--- src/rtl/simon_engine_param.sv ---
// Parametrised Simon game engine: WIDTH buttons, DEPTH-entry pattern memory, win/lose flags.
// Optional reply timeout enabled by defining SIMON_TIMEOUT_EN.
module simon_engine_param #(
  parameter int unsigned WIDTH       = 4,
  parameter int unsigned DEPTH       = 16,
  parameter int unsigned TIMEOUT_CYC = 50_000_000
) (
  input  logic                       clk,
  input  logic                       rst,
  input  logic                       step,
  input  logic                       level,
  input  logic [WIDTH-1:0]           pattern,
  output logic [WIDTH-1:0]           pattern_leds,
  output logic [2:0]                 mode_leds,
  output logic [$clog2(DEPTH+1)-1:0] seq_len,
  output logic                       win,
  output logic                       lose
);

  localparam int unsigned IW = $clog2(DEPTH + 1);
  localparam int unsigned AW = $clog2(DEPTH);
  localparam logic [IW-1:0] NS_MAX = IW'(DEPTH);

  localparam logic [2:0] ModeInput    = 3'b001;
  localparam logic [2:0] ModePlayback = 3'b010;
  localparam logic [2:0] ModeRepeat   = 3'b100;
  localparam logic [2:0] ModeDone     = 3'b111;

  typedef enum logic [1:0] {StInput, StPlayback, StRepeat, StDone} state_e;

  state_e          state;
  logic [IW-1:0]   ns;
  logic [IW-1:0]   i;
  logic            level_q;
  logic [WIDTH-1:0] mem [DEPTH];

  logic            legal;
  logic            last;
  logic            match;
  logic [WIDTH-1:0] mem_rd;
  logic            mem_we;

`ifdef SIMON_TIMEOUT_EN
  logic [31:0]     tcnt;
`endif

  assign mem_rd  = mem[i[AW-1:0]];
  assign legal   = level_q ? $onehot(pattern) : (|pattern);
  assign last    = (i == ns - IW'(1));
  assign match   = (pattern == mem_rd);
  assign mem_we  = step && !rst && (state == StInput) && legal;
  assign seq_len = ns;

  // Memory has no reset; contents are don't-care until written.
  always_ff @(posedge clk) begin
    if (mem_we) mem[ns[AW-1:0]] <= pattern;
  end

  always_comb begin
    pattern_leds = pattern;
    unique case (state)
      StInput, StRepeat:   pattern_leds = pattern;
      StPlayback, StDone:  pattern_leds = mem_rd;
    endcase
  end

  always_ff @(posedge clk or posedge rst) begin
    if (rst) begin
      state     <= StInput;
      ns        <= '0;
      i         <= '0;
      win       <= 1'b0;
      lose      <= 1'b0;
      mode_leds <= ModeInput;
      level_q   <= 1'b0;
`ifdef SIMON_TIMEOUT_EN
      tcnt      <= '0;
`endif
    end else begin
      // Difficulty is latched only before the first entry is stored.
      if (state == StInput && ns == '0) level_q <= level;
`ifdef SIMON_TIMEOUT_EN
      if (state == StRepeat) tcnt <= tcnt + 32'd1;
`endif
      if (step) begin
        unique case (state)
          StInput: begin
            if (legal) begin
              ns        <= ns + IW'(1);
              i         <= '0;
              state     <= StPlayback;
              mode_leds <= ModePlayback;
            end
          end
          StPlayback: begin
            if (last) begin
              i         <= '0;
              state     <= StRepeat;
              mode_leds <= ModeRepeat;
`ifdef SIMON_TIMEOUT_EN
              tcnt      <= '0;
`endif
            end else begin
              i <= i + IW'(1);
            end
          end
          StRepeat: begin
`ifdef SIMON_TIMEOUT_EN
            tcnt <= '0;
`endif
            if (legal) begin
              if (!match) begin
                lose      <= 1'b1;
                i         <= '0;
                state     <= StDone;
                mode_leds <= ModeDone;
              end else if (!last) begin
                i <= i + IW'(1);
              end else if (ns == NS_MAX) begin
                win       <= 1'b1;
                i         <= '0;
                state     <= StDone;
                mode_leds <= ModeDone;
              end else begin
                i         <= '0;
                state     <= StInput;
                mode_leds <= ModeInput;
              end
            end
          end
          StDone: begin
            i <= last ? '0 : i + IW'(1);
          end
        endcase
      end
`ifdef SIMON_TIMEOUT_EN
      // A step in the expiry cycle takes priority over the timeout.
      else if (state == StRepeat && tcnt == 32'(TIMEOUT_CYC - 1)) begin
        lose      <= 1'b1;
        i         <= '0;
        state     <= StDone;
        mode_leds <= ModeDone;
      end
`endif
    end
  end

endmodule

--- config.mk ---
export PLATFORM = sky130hd
export DESIGN_NAME = simon_engine_param
export DESIGN_NICKNAME = d
export VERILOG_FILES = /design/src/rtl/simon_engine_param.sv
export SDC_FILE = /design/constraint.sdc
export NUM_CORES = 1
export LEC_CHECK = 0
export CAP_MARGIN = 40
export CORE_MARGIN = 4
export CORE_UTILIZATION = 45
export DETAILED_ROUTE_END_ITERATION = 10
export GPL_ROUTABILITY_DRIVEN = 0
export SLEW_MARGIN = 5
export SYNTH_ARGS = -nofsm -noshare
export SYNTH_HDL_FRONTEND = slang
export SYNTH_SLANG_ARGS = --single-unit
export TNS_END_PERCENT = 20
--- constraint.sdc ---
create_clock -name clk -period 3.32 [get_ports clk]
set_input_delay 0.498 -clock clk [delete_from_list [all_inputs] [get_ports clk]]
set_output_delay 0.498 -clock clk [all_outputs]
set_load 0.1 [all_outputs]
==> flow_summary.json <==
{
  "die_area_um2": 10100,
  "initial_utilization_pct": 46.6,
  "hpwlAfterDp_um": 6500,
  "antenna_found_initial": 0,
  "reg2reg_depth": 7,
  "hold_path_class": "reg -> reg",
  "clk_pin_slew_ns": 0.08,
  "syn_area_per_cell_um2": 14.0,
  "multiInputGateArea_um2": 1480,
  "grt_pass1_vias": 2512,
  "first_pass_iters": 4,
  "synth_compound_area_share_pct": 5.73,
  "drt_iter0_drc": 168,
  "synth_common_cells": "64 x edfxtp_1, 28 x nor2_1, 15 x dfrtp_1, 15 x mux4_2, 15 x nand2_1",
  "worst-path-stages": 13,
  "syn_nets": 300,
  "ys_ff_latch": 80,
  "swShare_pct": 43.3,
  "holdPathStages": 1,
  "crit_buf_inv": 4,
  "drv_cap": 0,
  "drtAntennaViolNets": 0,
  "synth_area_leader_cell": "edfxtp_1",
  "htreeDepth": 3,
  "synth-simple-area-share_pct": 10.3,
  "slew_headroom_pct": 56.5,
  "synth_area_leaders": "edfxtp_1 50%, dfrtp_1 9.7%, mux4_2 8.7%",
  "yosys.area_share.xor_xnor_pct": 3.37,
  "cpPeakStageDelay_ns": 0.53,
  "power_frac_comb_pct": 47.0,
  "ir_worst_vdd_v": 0.000546,
  "async_flop_share_pct": 20.0,
  "drcViolationCount": 0,
  "rsz0062_at_grt": "no",
  "fin_ws_ns": 0.152,
  "synth_edf_count": 64,
  "status": "complete, no violations",
  "path_cells": "dlygate4sd2_1 -> inv_2 -> fa_1 -> inv_1 -> ha_1 -> ha_1 -> or3b_4 -> a211oi_2 -> nand2_1 -> nor2_4 -> nand2_4 -> nor3_4 -> buf_4",
  "grt_max_degree": 22,
  "critical_path_arrival_ns": 3.23,
  "regArea_um2": 2320,
  "cts_buffer_depth": 2,
  "crit_end": "mem[3][1]",
  "dieWidth_um": 101,
  "clk_latency_ns": 0.35,
  "clkSinkCount": 80,
  "hold_violations": 0,
  "grt_overflow": 0,
  "powerDensity_nw_per_um2": 801,
  "yosysMostFrequentCell": "edfxtp_1",
  "crit_fanout": 4,
  "fillers": 680,
  "fmax_mhz": 316,
  "netlist-cell-type-count": 53,
  "drv_slew": 0,
  "min_period_ns": 3.17,
  "r2r_setup_slack_ns": 0.40,
  "coreArea_um2": 8300,
  "synthAdderAreaFrac_pct": 5.05,
  "yosysWarnings": 0,
  "viasPerCell": 5.51,
  "regToRegEndpoint": "mode_leds[1]",
  "cts_setup_buffers": 0,
  "critical_path.top_delay_family": "simple AND/OR/NAND/NOR gates",
  "required_ns": 3.38,
  "via_count": 2492,
  "skew_ns": 0.0132,
  "clock-root-buffer": "clkbuf_8",
  "synth_area_um2": 3870,
  "ys_seq_area_share_pct": 60.1,
  "r2r-start": "i[1]",
  "wl_per_cell_um": 19.3,
  "area_delta_synth_final_pct": 23.6,
  "synth_cells": 277,
  "grt_pass1_wl_um": 14000,
  "cts_buffers": 9,
  "finalSetupTns_ns": 0,
  "critPathLaunch": "pattern[0]",
  "synth.top_cell.area_share_pct": 49.7,
  "synth_top_family_by_area": "multiplexers",
  "p_leak_nw": 1.81,
  "min_period_over_period_pct": 95.4,
  "routed_wl_um": 8750,
  "grtUsageTotal_pct": 18.9,
  "critPathSlowestCell": "fa_1",
  "tightest_slew_ns": 0.650,
  "timing.hold.ws_ns": 0.482,
  "setup_viol": 0,
  "cts_tree": "done",
  "crit_path_frequent_cell": "ha_1",
  "ctsHoldBuffers": 0,
  "p_int_mw": 2.17,
  "pre_cts_ws_ns": -0.707,
  "rows": 33,
  "critPathLaunchType": "input port",
  "cp-end-kind": "flop",
  "worstSetupPathType": "in -> reg",
  "n_antenna_cell": 0,
  "pwr-share-clk_pct": 18.3,
  "netSwitchingPower_mw": 1.66,
  "drive_gt1_share_pct": 29.1,
  "io_pins": 22,
  "p_seq_share_pct": 34.6,
  "synth_flop_cell": "edfxtp_1",
  "nNetsFinal": 365,
  "synthMuxAreaShare_pct": 12.5,
  "die_y_um": 101,
  "portBuffers": 21
}
placed cells by master (no fill, tap or decap), types with 3 or more instances in the layout:
master and n:
a21oi_1 6, and2_1 4, buf_12 4, buf_4 46, buf_8 4, clkbuf_1 3
clkbuf_8 10, clkdlybuf4s50_1 8, dfrtp_1 14, dlygate4sd2_1 3, edfxtp_1 64, ha_1 14
inv_1 12, inv_2 3, mux2i_1 11, mux4_2 15, nand2_1 11, nand2_2 3
nand3_1 5, nand4_1 4, nor2_1 27, nor2b_1 3, nor3_1 8, o21ai_1 6
xnor2_1 7, xor2_1 6
kinds of logic after synthesis:
logic type	after synthesis
simple gates	81
flops	80
compound gates	32
mux	29
buf+inv	26
fa+ha+maj	15
xor+xnor	14
through the flow:
step / cells / util, % / total power [mW] / instance area (µm²)
finish: 452 / 57.6 / 3.83 / 4780
detailed placement: 436 / 54.8 / 3.12 / 4550
global placement: 432 / 54.1 / 3.05 / 4490
floorplan: 277 / - / 2.54 / 3880
global route: 452 / 57.6 / 4.03 / 4780
CTS: 452 / 57.5 / 3.86 / 4770
power groups by stage:
stage | clock network (mW) | registers (mW) | logic [mW]
3_3_place_gp | 0 | 1.34 | 1.71
4_1_cts | 0.723 | 1.32 | 1.81
3_5_place_dp | 0 | 1.34 | 1.78
2_1_floorplan | 0 | 1.62 | 0.919
6_report | 0.702 | 1.33 | 1.80
5_1_grt | 0.768 | 1.35 | 1.91
worst min-delay path by stage:
stage | start | endpoint | slack [ns]
2_1_floorplan | rst | i[0] | 0.41
3_3_place_gp | win | win | 0.46
3_5_place_dp | lose | lose | 0.47
4_1_cts | lose | lose | 0.49
5_1_grt | lose | lose | 0.52
6_report | lose | lose | 0.48
per-layer routing:
metal	up-vias	GRT usage (%)	part of all wire [%]
met5	-	0	0
met4	0	6.32	2.1
met3	12	3.53	5.8
met2	57	29.5	49
met1	1250	26.9	43
li1	1173	-	-
cell type report:
cell class	instances	area share (%)
flip-flops and latches	80	48.6
multi-input cells	171	31.0
inverters	15	1.18
repair buffers	65	12.4
clock buffers	13	3.12
clock inverters	3	0.916
well taps	105	2.75
state kept, by name (all words and copies together), names as in the netlist:
register	count
mem	64
i	5
seq_len	5
mode_leds	3
level_q	1
lose	1
win	1
what timing repair did:
item	4_1_cts	5_1_grt
pin swaps	4	1
setup endpoints to repair	74	13
endpoints found under the hold margin	0	0
resized for setup	15	2
(Power assumes the default switching activity.)
